### src/rtl/cam_capture_fmt_if.sv
// Frame-buffer write channel: active-low frame sync, pixel valid and RGB565 pixel data.
interface cam_capture_fmt_if;
    logic        vs_n;
    logic        de;
    logic [15:0] data;

    modport master (output vs_n, de, data);
    modport slave  (input  vs_n, de, data);
endinterface

### src/rtl/cam_capture_fmt.sv
// OV2640 parallel-port capture: frame alignment with start-up frame skip,
// RGB565 byte pairing or RAW10-to-grey conversion, and H/V window crop
// feeding the frame buffer write channel.
module cam_capture_fmt #(
    parameter int unsigned H_START     = 0,
    parameter int unsigned V_START     = 0,
    parameter int unsigned H_RES       = 800,
    parameter int unsigned V_RES       = 600,
    parameter int unsigned SKIP_FRAMES = 2
) (
    input  logic              I_pxl_clk,
    input  logic              I_rst_n,
    input  logic              I_mode,
    input  logic              I_vsync,
    input  logic              I_href,
    input  logic [9:0]        I_pixdata,
    cam_capture_fmt_if.master o_fb,
    output logic              O_running,
    output logic [15:0]       O_frame_cnt,
    output logic              O_err
);

    localparam int unsigned CNT_W     = 12;
    localparam int unsigned SKIP_W    = 16;
    localparam int unsigned FCNT_W    = 16;
    localparam int unsigned PIX_W     = 10;
    localparam int unsigned OUT_W     = 16;
    localparam int unsigned OFF_W     = 33;
    localparam int unsigned CNT_MAX   = (1 << CNT_W) - 1;
    localparam int unsigned SKIP_LAST = (SKIP_FRAMES == 0) ? 0 : SKIP_FRAMES - 1;

    typedef enum logic [1:0] {
        S_IDLE = 2'd0,
        S_SKIP = 2'd1,
        S_RUN  = 2'd2
    } state_t;

    state_t              r_state;
    state_t              w_state_nxt;
    logic [SKIP_W-1:0]   r_skip_cnt;
    logic [SKIP_W-1:0]   w_skip_cnt_nxt;

    logic                r_vsync1;
    logic                r_vsync2;
    logic                r_href1;
    logic                r_href2;
    logic [PIX_W-1:0]    r_pix1;

    logic                r_mode;
    logic                r_phase;
    logic [7:0]          r_hi;
    logic [CNT_W-1:0]    r_h_cnt;
    logic [CNT_W-1:0]    r_v_cnt;

    logic                r_vs_n;
    logic                r_de;
    logic [OUT_W-1:0]    r_data;
    logic                r_running;
    logic [FCNT_W-1:0]   r_frame_cnt;
    logic                r_err;

    logic                w_fs;
    logic                w_href_fall;
    logic                w_strobe;
    logic [OUT_W-1:0]    w_pix;
    logic [OFF_W-1:0]    w_h_off;
    logic [OFF_W-1:0]    w_v_off;
    logic                w_h_in;
    logic                w_v_in;
    logic                w_de;
    logic                w_unused_pix;

    // Input stage plus one extra copy of the sync signals for edge detection
    always_ff @(posedge I_pxl_clk or negedge I_rst_n) begin
        if (!I_rst_n) begin
            r_vsync1 <= 1'b0;
            r_vsync2 <= 1'b0;
            r_href1  <= 1'b0;
            r_href2  <= 1'b0;
            r_pix1   <= '0;
        end else begin
            r_vsync1 <= I_vsync;
            r_vsync2 <= r_vsync1;
            r_href1  <= I_href;
            r_href2  <= r_href1;
            r_pix1   <= I_pixdata;
        end
    end

    assign w_fs         = r_vsync1 & ~r_vsync2;
    assign w_href_fall  = r_href2 & ~r_href1;
    assign w_unused_pix = ^r_pix1[1:0];

    // RAW10 yields a pixel every line cycle; RGB565 on the second byte of each pair
    assign w_strobe = r_href1 & (r_mode | r_phase);
    assign w_pix    = r_mode ? {r_pix1[9:5], r_pix1[9:4], r_pix1[9:5]}
                             : {r_hi, r_pix1[9:2]};

    // Window test by subtraction so a zero start offset needs no special case
    assign w_h_off = OFF_W'(r_h_cnt) - OFF_W'(H_START);
    assign w_v_off = OFF_W'(r_v_cnt) - OFF_W'(V_START);
    assign w_h_in  = ~w_h_off[OFF_W-1] & (w_h_off[OFF_W-2:0] < H_RES);
    assign w_v_in  = ~w_v_off[OFF_W-1] & (w_v_off[OFF_W-2:0] < V_RES);
    assign w_de    = w_strobe & (r_state == S_RUN) & w_h_in & w_v_in;

    // Capture state register
    always_ff @(posedge I_pxl_clk or negedge I_rst_n) begin
        if (!I_rst_n) begin
            r_state    <= S_IDLE;
            r_skip_cnt <= '0;
        end else begin
            r_state    <= w_state_nxt;
            r_skip_cnt <= w_skip_cnt_nxt;
        end
    end

    // Next state: wait for a frame start, discard SKIP_FRAMES frames, then run
    always_comb begin
        w_state_nxt    = r_state;
        w_skip_cnt_nxt = r_skip_cnt;
        case (r_state)
            S_IDLE: begin
                if (w_fs) begin
                    w_skip_cnt_nxt = '0;
                    w_state_nxt    = (SKIP_FRAMES == 0) ? S_RUN : S_SKIP;
                end
            end
            S_SKIP: begin
                if (w_fs) begin
                    if (r_skip_cnt == SKIP_W'(SKIP_LAST)) begin
                        w_state_nxt = S_RUN;
                    end else begin
                        w_skip_cnt_nxt = r_skip_cnt + SKIP_W'(1);
                    end
                end
            end
            S_RUN: begin
                w_state_nxt = S_RUN;
            end
            default: begin
                w_state_nxt = S_IDLE;
            end
        endcase
    end

    // Mode latch, byte pairing and the sticky odd-byte-count flag
    always_ff @(posedge I_pxl_clk or negedge I_rst_n) begin
        if (!I_rst_n) begin
            r_mode  <= 1'b0;
            r_phase <= 1'b0;
            r_hi    <= '0;
            r_err   <= 1'b0;
        end else begin
            if (w_fs) begin
                r_mode <= I_mode;
            end
            r_phase <= r_href1 ? ~r_phase : 1'b0;
            if (r_href1 && !r_phase) begin
                r_hi <= r_pix1[9:2];
            end
            if (w_href_fall && r_phase && !r_mode) begin
                r_err <= 1'b1;
            end
        end
    end

    // Saturating pixel/line position counters
    always_ff @(posedge I_pxl_clk or negedge I_rst_n) begin
        if (!I_rst_n) begin
            r_h_cnt <= '0;
            r_v_cnt <= '0;
        end else begin
            if (w_href_fall) begin
                r_h_cnt <= '0;
            end else if (w_strobe && (r_h_cnt != CNT_W'(CNT_MAX))) begin
                r_h_cnt <= r_h_cnt + CNT_W'(1);
            end
            if (w_fs) begin
                r_v_cnt <= '0;
            end else if (w_href_fall && (r_v_cnt != CNT_W'(CNT_MAX))) begin
                r_v_cnt <= r_v_cnt + CNT_W'(1);
            end
        end
    end

    // Output registers; the entering frame's vsync is forwarded via the next state
    always_ff @(posedge I_pxl_clk or negedge I_rst_n) begin
        if (!I_rst_n) begin
            r_vs_n      <= 1'b1;
            r_de        <= 1'b0;
            r_data      <= '0;
            r_running   <= 1'b0;
            r_frame_cnt <= '0;
        end else begin
            r_vs_n    <= (w_state_nxt == S_RUN) ? ~r_vsync1 : 1'b1;
            r_de      <= w_de;
            r_running <= (r_state == S_RUN);
            if (w_de) begin
                r_data <= w_pix;
            end
            if (w_fs && (w_state_nxt == S_RUN)) begin
                r_frame_cnt <= r_frame_cnt + FCNT_W'(1);
            end
        end
    end

    assign o_fb.vs_n   = r_vs_n;
    assign o_fb.de     = r_de;
    assign o_fb.data   = r_data;
    assign O_running   = r_running;
    assign O_frame_cnt = r_frame_cnt;
    assign O_err       = r_err;

endmodule
### src/flat_wrapper.sv
// flat-port wrapper written by rule: the top's interface ports become plain ports
module cam_capture_fmt_flat 
#(
    parameter int unsigned H_START     = 0,
    parameter int unsigned V_START     = 0,
    parameter int unsigned H_RES       = 800,
    parameter int unsigned V_RES       = 600,
    parameter int unsigned SKIP_FRAMES = 2
)
  (I_pxl_clk, I_rst_n, I_mode, I_vsync, I_href, I_pixdata, O_running, O_frame_cnt, O_err, o_fb_vs_n, o_fb_de, o_fb_data);
  cam_capture_fmt_if o_fb_i ();
  input  logic I_pxl_clk;
  input  logic I_rst_n;
  input  logic I_mode;
  input  logic I_vsync;
  input  logic I_href;
  input  logic [9:0] I_pixdata;
  output logic O_running;
  output logic [15:0] O_frame_cnt;
  output logic O_err;
  output wire logic [$bits(o_fb_i.vs_n)-1:0] o_fb_vs_n;
  output wire logic [$bits(o_fb_i.de)-1:0] o_fb_de;
  output wire logic [$bits(o_fb_i.data)-1:0] o_fb_data;
  assign o_fb_vs_n = o_fb_i.vs_n;
  assign o_fb_de = o_fb_i.de;
  assign o_fb_data = o_fb_i.data;
  cam_capture_fmt #(.H_START(H_START), .V_START(V_START), .H_RES(H_RES), .V_RES(V_RES), .SKIP_FRAMES(SKIP_FRAMES)) u_core (.I_pxl_clk(I_pxl_clk), .I_rst_n(I_rst_n), .I_mode(I_mode), .I_vsync(I_vsync), .I_href(I_href), .I_pixdata(I_pixdata), .o_fb(o_fb_i), .O_running(O_running), .O_frame_cnt(O_frame_cnt), .O_err(O_err));
endmodule
### config.mk
export PLATFORM = sky130hd
export DESIGN_NAME = cam_capture_fmt_flat
export DESIGN_NICKNAME = d
export VERILOG_FILES = /design/src/rtl/cam_capture_fmt_if.sv /design/src/rtl/cam_capture_fmt.sv /design/src/flat_wrapper.sv
export SDC_FILE = /design/constraint.sdc
export NUM_CORES = 1
export LEC_CHECK = 0
export ABC_AREA = 1
export ABC_CLOCK_PERIOD_IN_PS = 1720
export CAP_MARGIN = 25
export CORE_MARGIN = 2
export CORE_UTILIZATION = 30
export CTS_CLUSTER_SIZE = 14
export DETAILED_ROUTE_END_ITERATION = 8
export HOLD_SLACK_MARGIN = 0.05
export SLEW_MARGIN = 20
export SYNTH_ARGS = -nofsm -noshare
export SYNTH_HDL_FRONTEND = slang
export SYNTH_SLANG_ARGS = --single-unit
### constraint.sdc
create_clock -name I_pxl_clk -period 1.72 [get_ports I_pxl_clk]
set_clock_uncertainty 0.05 [all_clocks]
set_input_delay 0.172 -clock I_pxl_clk [delete_from_list [all_inputs] [get_ports I_pxl_clk]]
set_output_delay 0.172 -clock I_pxl_clk [all_outputs]
set_load 0.03 [all_outputs]
After elaboration in Yosys (flattened, before gate mapping)
Index checks and enable logic that the tools add are counted.
- flip-flop bits (word level): 102
- order comparisons: 2
- mux-type cells: 15
- reductions and logical operators: 13
- bitwise logic cells: 11
- equal/unequal tests: 9
- add/sub/neg operators: 4
- operators with widths (operator ; count):
    16-bit two-way mux ; 4
    12-bit two-way mux ; 4
    16-bit by 1-bit adder with 16-bit output (second input constant) ; 2
    16-bit one-hot mux with 2 select lines ; 1
    12-bit by 1-bit adder with 12-bit output (second input constant) ; 2
    12-bit by 10-bit less-than comparator with 1-bit output (second input constant) ; 2
    12-bit inequality test (second input constant) ; 2
    16-bit by 1-bit equality test with 1-bit output (second input constant) ; 1
    1-bit AND ; 6
    1-bit logical AND ; 6
    2-bit two-way mux ; 3
    2-bit one-hot mux with 3 select lines ; 1
    2-bit nonzero test ; 3
    2-bit equality test (second input constant) ; 2
    2-bit by 1-bit inequality test with 1-bit output (second input constant) ; 2
    1-bit inverter ; 4
    4-bit AND reduction ; 1
    2-bit by 1-bit equality test with 1-bit output (second input constant) ; 1
    1-bit logical NOT ; 2
    2-bit logical NOT ; 1
    1-bit two-way mux ; 2
    2-bit inequality test (second input constant) ; 1
    1-bit bitwise OR ; 1

Depth between registers and ports, before layout
Gate-level depths: netlist of the first run.
- word-level depth: 6
- depth in mapped cells: 12
- depth with buffers taken out: 11

Least setup slack after synthesis of the first run
OpenSTA, ideal clock, no wires.
- path type: register -> register
- start point: register u_core.r_frame_cnt[0] (netlist: u_core.O_frame_cnt[0])
- end point: register u_core.r_frame_cnt[14] (netlist: u_core.O_frame_cnt[14])
- cell stages (with the launch flop): 9
- arrival time: 1.400 ns
- setup time: 0.118 ns
- data required time: 1.552 ns
- slack: 0.152 ns
- cells stage by stage: dfrtp_1 > ha_1 > nand3_1 > nor2_1 > nand3_1 > nand2_1 > nand2_1 > nand3_1 > nand2_1
- longest elaborated chain between the ends: 1
- ends and longest elaborated chain (element ; RTL line ; source):
    start, declared ; cam_capture_fmt.sv:59 ; logic [FCNT_W-1:0] r_frame_cnt;
    start signal, assigned ; cam_capture_fmt.sv:202 ; r_frame_cnt <= r_frame_cnt + FCNT_W'(1);
    16-bit by 1-bit adder with 16-bit output ; cam_capture_fmt.sv:202 ;
Every way passes these cells.
A chain may end at the register's enable or synchronous reset.

Final worst setup path of the first run
- start point: register u_core.r_frame_cnt[15] (netlist: u_core.O_frame_cnt[15])
- end point: output O_frame_cnt[15]
- RTL lines (element ; RTL line ; source):
    end, declared ; flat_wrapper.sv:19 ; output logic [15:0] O_frame_cnt;
No word-level cell between the ends.

==> results.sh, run 1 <==
export IMPL_rsz0062_at_grt="no"
export IMPL_synthXorXnorAreaFrac=0.0249
export IMPL_use_met1=0.191
export IMPL_syn_area_um2=5280
export IMPL_use_met3=0.0356
export IMPL_postSynthCellCount=706
export IMPL_io_buffers=48
export IMPL_grt_first_pass_wirelength_um=20900
export IMPL_drtAntennaViolNets=0
export IMPL_start_util=0.306
export IMPL_synth_area_leaders="dfrtp_1 (47%), nand2_1 (18%), nand3_1 (6.5%), nor2_1 (5.1%), inv_1 (4.6%)"
export IMPL_crit_slowest_cell="clkdlybuf4s50_1"
export IMPL_numClockSinks=100
export IMPL_die_h_um=137
export IMPL_num_rows=48
export IMPL_crit_chain="clkdlybuf4s50_1"
export IMPL_gr_usage_all_layers=0.139
export IMPL_use_met2=0.216
export IMPL_drive_above_1_share=0.0943
export IMPL_yosys_warnings=0
export IMPL_reg2reg_setup_slack_ns=0.14
export IMPL_hold_violations=0
export IMPL_synth_top_area_cell="dfrtp_1"
export IMPL_hpwl_um=8570
export IMPL_critPathMaxFanout=4
export IMPL_cp_top_family="buffers and inverters"
export IMPL_via_per_inst=4.59
export IMPL_maxSlewViolCount=0
export IMPL_max_stage_delay_ns=0.70
export IMPL_drtIter0Drc=237
export IMPL_holdWs_ns=0.198
export IMPL_antenna_found_initial=0
export IMPL_timing_final_crit_period_ns=1.68
export IMPL_insertion_delay_ns=0.36
export IMPL_tns_ns=0
export IMPL_path_class="reg2out"
export IMPL_yosysSeqAreaShare=0.475
export IMPL_via_count=4633
export IMPL_antenna_cells=0
export IMPL_ys_ff_latch=100
export IMPL_design_core_area_um2=17200
export IMPL_arrival_ns=1.46
export IMPL_io_pins=51
export IMPL_htree_levels=3
export IMPL_syn_avg_cell_area_um2=7.47
export IMPL_synth_compound_gate_area_share=0.0683
export IMPL_area_delta_synth_final_pct=23.7
export IMPL_status="complete, no violations"
export IMPL_cts_buffer_depth=2
export IMPL_finalSetupViolCount=0
export IMPL_synth_fa_ha_area_frac=0.0119
export IMPL_cp_num_buf_inv=1
export IMPL_num_nets_final=801
export IMPL_clk_pin_slew_ns=0.07
export IMPL_wl_per_cell_um=11.9
export IMPL_globalplace_congestion=0.859
export IMPL_syn_num_nets=726
export IMPL_firstDrtPassIters=4
export IMPL_busiest_layer="met2"
export IMPL_period_share=0.976
export IMPL_synth_top_family_by_area="simple AND/OR/NAND/NOR gates"
export IMPL_routed_wl_um=12000
export IMPL_drc=0
export IMPL_synth_mux_area_frac=0
export IMPL_cts_root_buf="clkbuf_16"
export IMPL_max_cap_violations=0
export IMPL_worstMarginPinSlew_ns=0.414
export IMPL_end_kind="output port"
export IMPL_hold_class="in2reg"
export IMPL_grt_max_degree=48
export IMPL_die_area_um2=18700
export IMPL_p_leak_nw=3.16
export IMPL_synth_top_area_share=0.470
export IMPL_die_w_um=137
export IMPL_required_ns=1.50
export IMPL_grt_pass1_vias=4274
export IMPL_ir_drop_v=0.000607
export IMPL_grt_ovfl_total=0
export IMPL_maxSlewHeadroom=0.724
export IMPL_power_density_nw_per_um2=1020
export IMPL_cts_tree="yes"
export IMPL_synth_simple_area_share=0.353
export IMPL_synth_cell_types=34
export IMPL_max_freq_mhz=596
export IMPL_cts_inserted_buffers=9
export IMPL_final_core_util=0.379
export IMPL_startpoint_type="flop"
-- flip-flops by register name, indices dropped and copies added, names as in the netlist, 2 cells and up --
signal / cells
u_core.r_state: 2
u_core.r_v_cnt: 12
u_core.r_skip_cnt: 16
u_core.o_fb.data: 16
u_core.r_h_cnt: 12
u_core.r_hi: 8
u_core.O_frame_cnt: 16
u_core.r_pix1: 8
-- cell usage in the layout, fill, tap and decap left out, types with 3 or more instances in the layout --
master           Yosys  final
nor3_1               3      3
ha_1                 5      5
clkbuf_16            0      9
clkdlybuf4s50_1      0     31
a21oi_1              3      3
dlymetal6s2s_1       0      3
dlygate4sd2_1        0     13
nor2_4               3      3
nand3_1             69     68
dfrtp_1             99     99
inv_1               64     64
o21ai_0             40     40
nand2_2              1      3
nor2_1              72     71
xnor2_1              6      6
buf_4                4     29
xor2_1               9      9
o21ai_1              7      7
nand2_1            253    251
nand4_1             26     26
o21bai_1             8      8
inv_2                5      4
nor2_2               3      4
-- repair_timing --
action                                 CTS  global route
pin swaps                                0             1
setup endpoints to repair               13            44
hold buffers                             1             0
cloned                                   0             1
resized for setup                       13            11
endpoints found under the hold margin   24             0
buffers inserted                         0             1
-- cell type report --
type / instances / area, µm²
repair buffers: 79 / 729
fillers: 1818 / 10700
repair inverters: 1 / 5.00
multi-input cells: 520 / 2440
well taps: 225 / 282
inverters: 70 / 269
clock buffers: 10 / 239
flip-flops and latches: 100 / 2500
clock inverters: 5 / 60.1
-- cells in the mapped netlist, drive strengths merged --
cell type,number
a21boi,1
a31o,1
dfstp,1
inv,69
a21o,1
nand3b,1
o21ai,48
a21oi,5
o21bai,8
nand4,27
ha,5
xor2,9
clkbuf,7
or2,1
nor3,3
dfrtp,99
nor2,78
xnor2,6
nand3,69
clkinv,1
nand2,257
buf,9
-- power by group --
group | internal [mW] | total [mW] | leakage, nW | switching (mW)
clock network | 1.16 | 2.07 | 0.145 | 0.909
logic | 0.665 | 1.74 | 1.69 | 1.08
registers | 2.66 | 2.86 | 1.33 | 0.208
total | 4.49 | 6.68 | 3.16 | 2.19
-- worst paths after layout --
path                                         from  cells past startpoint           endpoint
setup / recovery           u_core.O_frame_cnt[15]                      1    O_frame_cnt[15]
hold / removal                       I_pixdata[8]                      1   u_core.r_pix1[8]
setup reg to reg                u_core.r_h_cnt[0]                      8  u_core.r_h_cnt[9]
hold reg to reg                    u_core.r_href1                      0     u_core.r_href2
max in group asynchronous                 I_rst_n                      3   u_core.o_fb.vs_n
min in group asynchronous                 I_rst_n                      2  u_core.r_h_cnt[0]
-- stage by stage --
| stage | setup slack [ns] | cell area [µm²] | total power, mW | std cells |
|---|---|---|---|---|
| global placement | 0.0875 | 6180 | 4.63 | 992 |
| CTS | 0.00418 | 6480 | 6.75 | 1008 |
| floorplan | 0.152 | 5280 | 3.89 | 706 |
| detailed placement | 0.0647 | 6180 | 4.65 | 992 |
| global route | 0.0102 | 6530 | 7.06 | 1010 |
| finish | 0.0410 | 6530 | 6.68 | 1010 |
-- routing by layer --
metal,vias up,wire length (µm)
li1,2398,-
met1,2141,5950
met2,83,5400
met3,11,531
met4,0,153
met5,-,0
-- cell families (layout without fill, tap and decap cells) --
family,Yosys count,after routing
buffers and inverters,86,165
DFF,100,100
AOI/OAI and AO/OA,64,64
xor gates and xnor gates,15,15
adders and majority gates,5,5
and+or+nand+nor,436,436
Note: power is estimated with default switching activity, not from simulation.
==> inputs of run 2 (changes only) <==
--- a/config.mk
+++ b/config.mk
@@ -12,7 +12,7 @@
 export CORE_UTILIZATION = 30
 export CTS_CLUSTER_SIZE = 14
 export DETAILED_ROUTE_END_ITERATION = 8
-export HOLD_SLACK_MARGIN = 0.05
+export HOLD_SLACK_MARGIN = 0.03
 export SLEW_MARGIN = 20
 export SYNTH_ARGS = -nofsm -noshare
 export SYNTH_HDL_FRONTEND = slang
==> results of run 2 <==
No change in the layout: final DEF, timing and power equal those of run 1.
